$ cat config.mk
export PLATFORM = sky130hd
export DESIGN_NAME = ripple_count4
export DESIGN_NICKNAME = d
export VERILOG_FILES = /design/src/rtl/ripple_count4.sv
export SDC_FILE = /design/constraint.sdc
export NUM_CORES = 1
export LEC_CHECK = 0
export BUFFER_PORTS_ARGS = -buffer_cell sky130_fd_sc_hd__buf_2
export CAP_MARGIN = 20
export CORE_AREA = 2 2 39 41
export DETAILED_ROUTE_END_ITERATION = 8
export DIE_AREA = 0 0 41 43
export PLACE_DENSITY = 0.54
export SYNTH_ARGS = -nofsm -noshare
export SYNTH_HDL_FRONTEND = slang
export SYNTH_SLANG_ARGS = --single-unit
$ cat constraint.sdc
create_clock -name clock -period 2.4 [get_ports clock]
set_clock_uncertainty 0.1 [all_clocks]
set_input_delay 0.6 -clock clock [delete_from_list [all_inputs] [get_ports clock]]
set_output_delay 0.6 -clock clock [all_outputs]
set_load 0.01 [all_outputs]
$ cat src/rtl/ripple_count4.sv
// Purpose : up/down binary counter with load, enable and terminal-count flag, stepping on the falling clock edge.
// Latency : one falling edge from sampled load/en/up_dn/d to the new q; tc is combinational from q and up_dn.
// Backpressure: none; the counter accepts a new command on every falling edge.
//
// Ports:
//   clock    counter clock; all state changes on the falling edge
//   clear_n  asynchronous active-low clear; forces q to RESET_VAL immediately
//   en       count enable (1 = step, 0 = hold)
//   up_dn    direction (1 = increment, 0 = decrement)
//   load     synchronous parallel load, takes priority over en
//   d        parallel load value
//   q        current count, driven straight from flops
//   tc       terminal count: q == all-ones when counting up, q == 0 when counting down
//
// Build option: define COUNTER_SATURATE_EN to make the counter stick at the
// end of its range instead of wrapping. Without it, counting wraps modulo 2^WIDTH.
//
// WIDTH must be at least 2.

module ripple_count4 #(
  parameter int               WIDTH     = 4,
  parameter logic [WIDTH-1:0] RESET_VAL = '0
) (
  input  logic             clock,
  input  logic             clear_n,
  input  logic             en,
  input  logic             up_dn,
  input  logic             load,
  input  logic [WIDTH-1:0] d,
  output logic [WIDTH-1:0] q,
  output logic             tc
);

  localparam logic [WIDTH-1:0] ALL_ONES = {WIDTH{1'b1}};
  localparam logic [WIDTH-1:0] ALL_ZERO = {WIDTH{1'b0}};
  localparam logic [WIDTH-1:0] ONE      = {{(WIDTH-1){1'b0}}, 1'b1};

  logic [WIDTH-1:0] count_q;
  logic [WIDTH-1:0] inc_val;
  logic [WIDTH-1:0] dec_val;
  logic [WIDTH-1:0] step_val;
  logic [WIDTH-1:0] next_val;
  logic             at_top;
  logic             at_bottom;

  // End-of-range detection, shared by the terminal-count flag and by the
  // saturating build.
  assign at_top    = (count_q == ALL_ONES);
  assign at_bottom = (count_q == ALL_ZERO);

  // Plain modulo-2^WIDTH neighbours; the natural overflow of WIDTH-bit
  // arithmetic gives the 15->0 and 0->15 wrap for free.
  assign inc_val = count_q + ONE;
  assign dec_val = count_q - ONE;

`ifdef COUNTER_SATURATE_EN
  // Saturating build: stick at the end of the range in the counting direction.
  always_comb begin
    step_val = count_q;
    if (up_dn) begin
      step_val = at_top ? count_q : inc_val;
    end else begin
      step_val = at_bottom ? count_q : dec_val;
    end
  end
`else
  // Wrapping build: silent modulo wrap in both directions.
  always_comb begin
    step_val = count_q;
    if (up_dn) begin
      step_val = inc_val;
    end else begin
      step_val = dec_val;
    end
  end
`endif

  // Command priority: load beats count, count beats hold.
  always_comb begin
    next_val = count_q;
    if (load) begin
      next_val = d;
    end else if (en) begin
      next_val = step_val;
    end
  end

  // Single bank of falling-edge flops rather than a toggle-flop ripple chain,
  // so q never shows intermediate carry states. The clear is asynchronous and
  // overrides everything, including an in-progress clock phase.
  always_ff @(negedge clock or negedge clear_n) begin
    if (!clear_n) begin
      count_q <= RESET_VAL;
    end else begin
      count_q <= next_val;
    end
  end

  assign q = count_q;

  // Combinational on purpose: follows q immediately, including right after an
  // asynchronous clear. May glitch while up_dn changes.
  assign tc = up_dn ? at_top : at_bottom;

endmodule

==> qor.txt, run 1 <==
Yosys reg bits: 4
Yosys top cell area share: 0.297
Worst-Margin Slew: 0.234 ns
PnR worst setup slack: -0.856 ns
outcome: finished, violations left
max FFs per register: 4
total gr overflow: 0
Setup violations, final: 8
cts bufs inserted: 3
Crit. Startpoint: q[0]
worst hold path class: reg -> reg
number of global-route vias before repair: 316
Row Count: 14
synth top area cells: dfrtn_1 (30%), ha_1 (7.4%), fa_1 (5.9%)
first-pass GRT wire length: 1240 um
Vias: 354
total power: 0.340 mW
most common cell after layout, fill and taps aside: buf_2
n_diodes: 0
largest family of logic cells by synthesized area: simple AND/OR/NAND/NOR gates
Final TNS setup: -3.12 ns
FF-to-FF End: q[2]
largest net degree at the start of global routing: 12
most frequent cells in the layout: buf_2 (9), buf_4 (6), buf_6 (5)
Area growth, synth to finish: 74.0%
normalized max-slew margin: 0.842
GRT Util Overall: 0.113
Core Area: 1380 um2
root buf cell: clkbuf_4
synthesized area per cell: 9.35 um2
post-synthesis mux area share: 0.0595
crit path launch type: flip-flop
hpwl dp: 655 um
final WL: 907 um
Die X: 41 um
initial antenna violation count: 0
die height: 43 um
routability cong.: 0.714
crit path to: tc
syn nets: 48
Pre-antenna DRT Iters: 1
CP endpoint kind: output pin
fin. max-slew vios: 0
Clock transition at path regs: 0.03 ns
post-route ant nets: 0
RSZ-0062 raised after global routing: yes
Yosys cell types: 23
port bufs: 13
FF-to-FF setup slack: 0.78 ns
DR iter-0 viols: 0
synth warn: 0
worst endpoint required time: 1.70 ns
fraction of layout cells with a size suffix above 1: 0.534
Syn Std Cell Area: 337 um2
H-tree depth: 1
adder-cell share of the synthesized area: 0.134
crit path kind: reg -> out
Cell Count, Final, Fillers Out: 74
placed insts: 70
register area share after synthesis: 0.297
clock buffer depth: 2
Worst-Skew Late Latency: 0.25 ns
failing checks: setup timing
Synth area leader: dfrtn_1
DRC: 0
io pins: 14
final net count: 72
r2r startpoint: q[1]
CTS tree: built
average vias per placed instance: 4.78
routed len/inst: 12.3 um
die footprint: 1760 um2
Compound-Gate Fraction of Synth Area: 0.167
Post-Synth XOR/XNOR Area: 0.0520
crit-path max FO: 2
Worst EP arrival: 2.56 ns
clk sinks: 4
P_leak: 0.268 nW
Hold Fails Final Rpt: 0
VDD IR-drop max: 0.284 mV
max cap viols: 0
FF-to-FF path depth: 6
Simple-Gate Fraction of Synth Area: 0.245
Initial Utilization: 0.243
Mapped Cells: 36
fillers: 144
pwr/cell area: 580 nW/um2
## layer usage
metal / vias up / global-route usage / wire length (um)
met1: 161 / 0.118 / 355
met3: 2 / 0.0314 / 52
met5: - / 0 / 0
li1: 179 / - / -
met2: 12 / 0.181 / 482
met4: 0 / 0.0800 / 17
## cells in the mapped netlist (all sizes together)
cell	instances
mux2i	2
a21oi	2
and3	1
a21o	1
xnor2	1
inv	1
buf	1
or4	1
or4b	1
nand2	3
nand3b	1
clkbuf	1
xor2	1
nor3b	2
fa	1
nor4bb	1
nand3	3
ha	2
dfrtn	4
o21ai	4
o2bb2ai	1
a221o	1
## how the worst min path moves through the flow
stage / start / cells past startpoint / to / slack, ns
floorplan: q[0] / 2 / q[0] / 0.53
global placement: q[0] / 3 / q[0] / 0.57
detailed placement: q[1] / 3 / q[1] / 0.57
CTS: q[1] / 3 / q[1] / 0.58
global route: q[0] / 3 / q[0] / 0.64
finish: q[0] / 3 / q[0] / 0.59
## power breakdown
group / internal [mW] / switching [mW]
clock network: 0.0558 / 0.0262
logic: 0.0947 / 0.0740
registers: 0.0799 / 0.00887
total: 0.230 / 0.109
## logic make-up (layout without fill, tap and decap cells)
| kind of cell | after synthesis | in the layout |
|---|---|---|
| buf+inv | 3 | 25 |
| flops | 4 | 4 |
| mux | 2 | 2 |
| fa+ha+maj | 3 | 3 |
| simple gates | 13 | 13 |
| xor+xnor | 2 | 2 |
| compound gates | 9 | 9 |
## area by class of cell
class | instances | area, um2 | area share
inverter | 1 | 16.3 | 0.0278
timing repair buffer | 21 | 166 | 0.284
multi-input combinational | 29 | 260 | 0.444
clock buffer | 3 | 22.5 | 0.0385
sequential | 4 | 100 | 0.171
tap | 16 | 20.0 | 0.0342
## metrics by stage
step | hold slack [ns] | worst slack [ns] | instance area [um2] | utilization
global placement | 0.569 | -0.685 | 479 | 0.346
floorplan | 0.527 | -0.627 | 354 | -
global route | 0.635 | -0.885 | 586 | 0.423
finish | 0.586 | -0.856 | 586 | 0.423
detailed placement | 0.569 | -0.692 | 479 | 0.346
CTS | 0.582 | -0.851 | 562 | 0.406
## critical path, cell delays in order (launching register included)
cell and delay (ns):
dfrtn_1 0.34, or4_4 0.52, o21ai_2 0.11, buf_2 0.13
## repair_timing
action | in CTS | in global routing
gates resized for setup | 10 | 7
hold buffers | 0 | 0
pin swaps | 1 | 3
setup endpoints to repair | 8 | 8
buffers inserted | 1 | 2
Power figures use the tool's default switching activity.
==> run 2: changes to the inputs <==
- PLACE_DENSITY: 0.54 -> not set
==> qor.txt, run 2 (synthesized netlist as in run 1, its figures left out) <==
outcome: finished, violations left
most frequent cells in the layout: buf_2 (9), buf_4 (7), buf_6 (5)
max cap viols: 0 (unchanged)
first-pass GRT wire length: 1410 um (+13%)
final net count: 73 (+1.4%)
H-tree depth: 1 (unchanged)
DR WL met3: 39 um (-25%)
Die X: 41 um (unchanged)
Vias: 368 (+4.0%)
clock buffer depth: 2 (unchanged)
final WL: 978 um (+7.8%)
routability cong.: 0.733 (+2.7%)
FF-to-FF setup slack: 0.79 ns (about the same)
die footprint: 1760 um2 (unchanged)
port bufs: 13 (unchanged)
Crit. Startpoint: q[0]
family with the most delay on the worst path: simple AND/OR/NAND/NOR gates
RSZ-0062 raised after global routing: yes
largest net degree at the start of global routing: 12 (unchanged)
Core Area: 1380 um2 (unchanged)
io pins: 14 (unchanged)
PnR worst setup slack: -0.838 ns (+0.0182 ns)
P_leak: 0.279 nW (+3.8%)
WHS: 0.578 ns (-0.00780 ns)
Worst EP arrival: 2.54 ns (-0.02 ns)
worst hold path class: reg -> reg
number of global-route vias before repair: 343 (+8.5%)
crit path launch type: flip-flop
DRC: 0 (unchanged)
Clock transition at path regs: 0.03 ns (about the same)
r2r startpoint: q[1]
fraction of layout cells with a size suffix above 1: 0.576 (+0.0418)
placed cell area: 479 um2 (unchanged)
Initial Utilization: 0.243 (unchanged)
routed len/inst: 13.0 um (+6.4%)
routed metal-1 wirelength: 378 um (+6.5%)
worst endpoint required time: 1.70 ns (about the same)
clk sinks: 4 (unchanged)
Max Used Layer: met3
worst path cell trace: or4_4 -> o21ai_2 -> buf_2
critical path depth: 3 (unchanged)
critical path's slowest cell: or4_4
Setup violations, final: 8 (unchanged)
Area growth, synth to finish: 79.6%
max FFs per register: 4 (unchanged)
initial antenna violation count: 0 (unchanged)
normalized max-slew margin: 0.735 (-0.108)
crit path kind: reg -> out
Worst-Skew Late Latency: 0.24 ns (about the same)
Hold Fails Final Rpt: 0 (unchanged)
Buf/Inv on CP: 1 (unchanged)
Worst-Margin Slew: 0.393 ns (+0.159 ns)
root buf cell: clkbuf_4
failing checks: setup timing
CTS tree: built
crit path to: tc
fin area: 604 um2 (+3.2%)
GRT Util Overall: 0.122 (+0.00873)
FF-to-FF path depth: 6 (unchanged)
cts bufs inserted: 3 (unchanged)
Row Count: 14 (unchanged)
average vias per placed instance: 4.91 (+2.6%)
VDD IR-drop max: 0.251 mV (-12%)
fin. max-slew vios: 0 (unchanged)
final design utilization: 0.437 (+0.0136)
total gr overflow: 0 (unchanged)
Pre-antenna DRT Iters: 2 (+1)
CP max stage delay: 0.51 ns (about the same)
CP endpoint kind: output pin
Post-CTS Hold Fix Bufs: 0 (unchanged)
met2 wire length: 560 um (+16%)
die height: 43 um (unchanged)
pwr/cell area: 562 nW/um2 (-3.1%)
FF-to-FF End: q[2]
crit-path max FO: 2 (unchanged)
post-route ant nets: 0 (unchanged)
hpwl dp: 648 um (-1.2%)
total power: 0.340 mW (about the same)
DR iter-0 viols: 2 (+2)
most common cell after layout, fill and taps aside: buf_2
n_diodes: 0 (unchanged)
-- run 2: cell count changes in the layout (fill, tap and decap cells not counted), sizes merged --
cell | before | now
buf | 21 | 22
-- run 2: worst min path at each step --
stage / start / endpoint / slack, ns / cells after the start
detailed placement: q[0] / q[0] / 0.57 / 3
global placement: q[1] / q[1] / 0.56 / 3
global route: q[0] / q[0] / 0.61 / 3
floorplan: q[0] / q[0] / 0.53 / 2
CTS: q[1] / q[1] / 0.58 / 3
finish: q[0] / q[0] / 0.58 / 3
-- run 2: where the power goes --
group          switching [mW]  internal (mW)  total [mW]
registers             0.00867         0.0799      0.0886
logic                  0.0763         0.0943       0.171
clock network          0.0248         0.0557      0.0805
-- run 2: timing repair --
item                       in CTS  in global routing
resized for setup              13                  5
setup endpoints to repair       8                  8
buffers inserted                1                  2
pin swaps                       6                  3
-- run 2: worst register-to-register path: stages (launching register included) --
cell,delay (ns)
dfrtn_1,0.34
buf_6,0.14
buf_4,0.14
fa_2,0.37
xor2_1,0.14
mux2i_1,0.16
o21ai_1,0.07
-- run 2: metrics by stage --
stage,instances,setup slack (ns),TNS (ns)
after floorplan,36,-0.627,-1.79
after global placement,70,-0.683,-3.20
after detailed placement,70,-0.700,-3.25
after CTS,74,-0.843,-3.16
after global routing,75,-0.879,-3.41
final,75,-0.838,-3.10
-- run 2: cell type report --
type | count | area [um2]
sequential | 4 | 100
timing repair buffer | 22 | 174
inverter | 1 | 16.3
clock buffer | 3 | 22.5
tap | 16 | 20.0
fill | 131 | 779
multi-input combinational | 29 | 272
-- run 2: routing by layer --
| layer | vias to the layer above | track usage |
|---|---|---|
| li1 | 180 | - |
| met1 | 176 | 0.134 |
| met2 | 12 | 0.194 |
| met3 | 0 | 0.0157 |
| met4 | 0 | 0.100 |
| met5 | - | 0 |
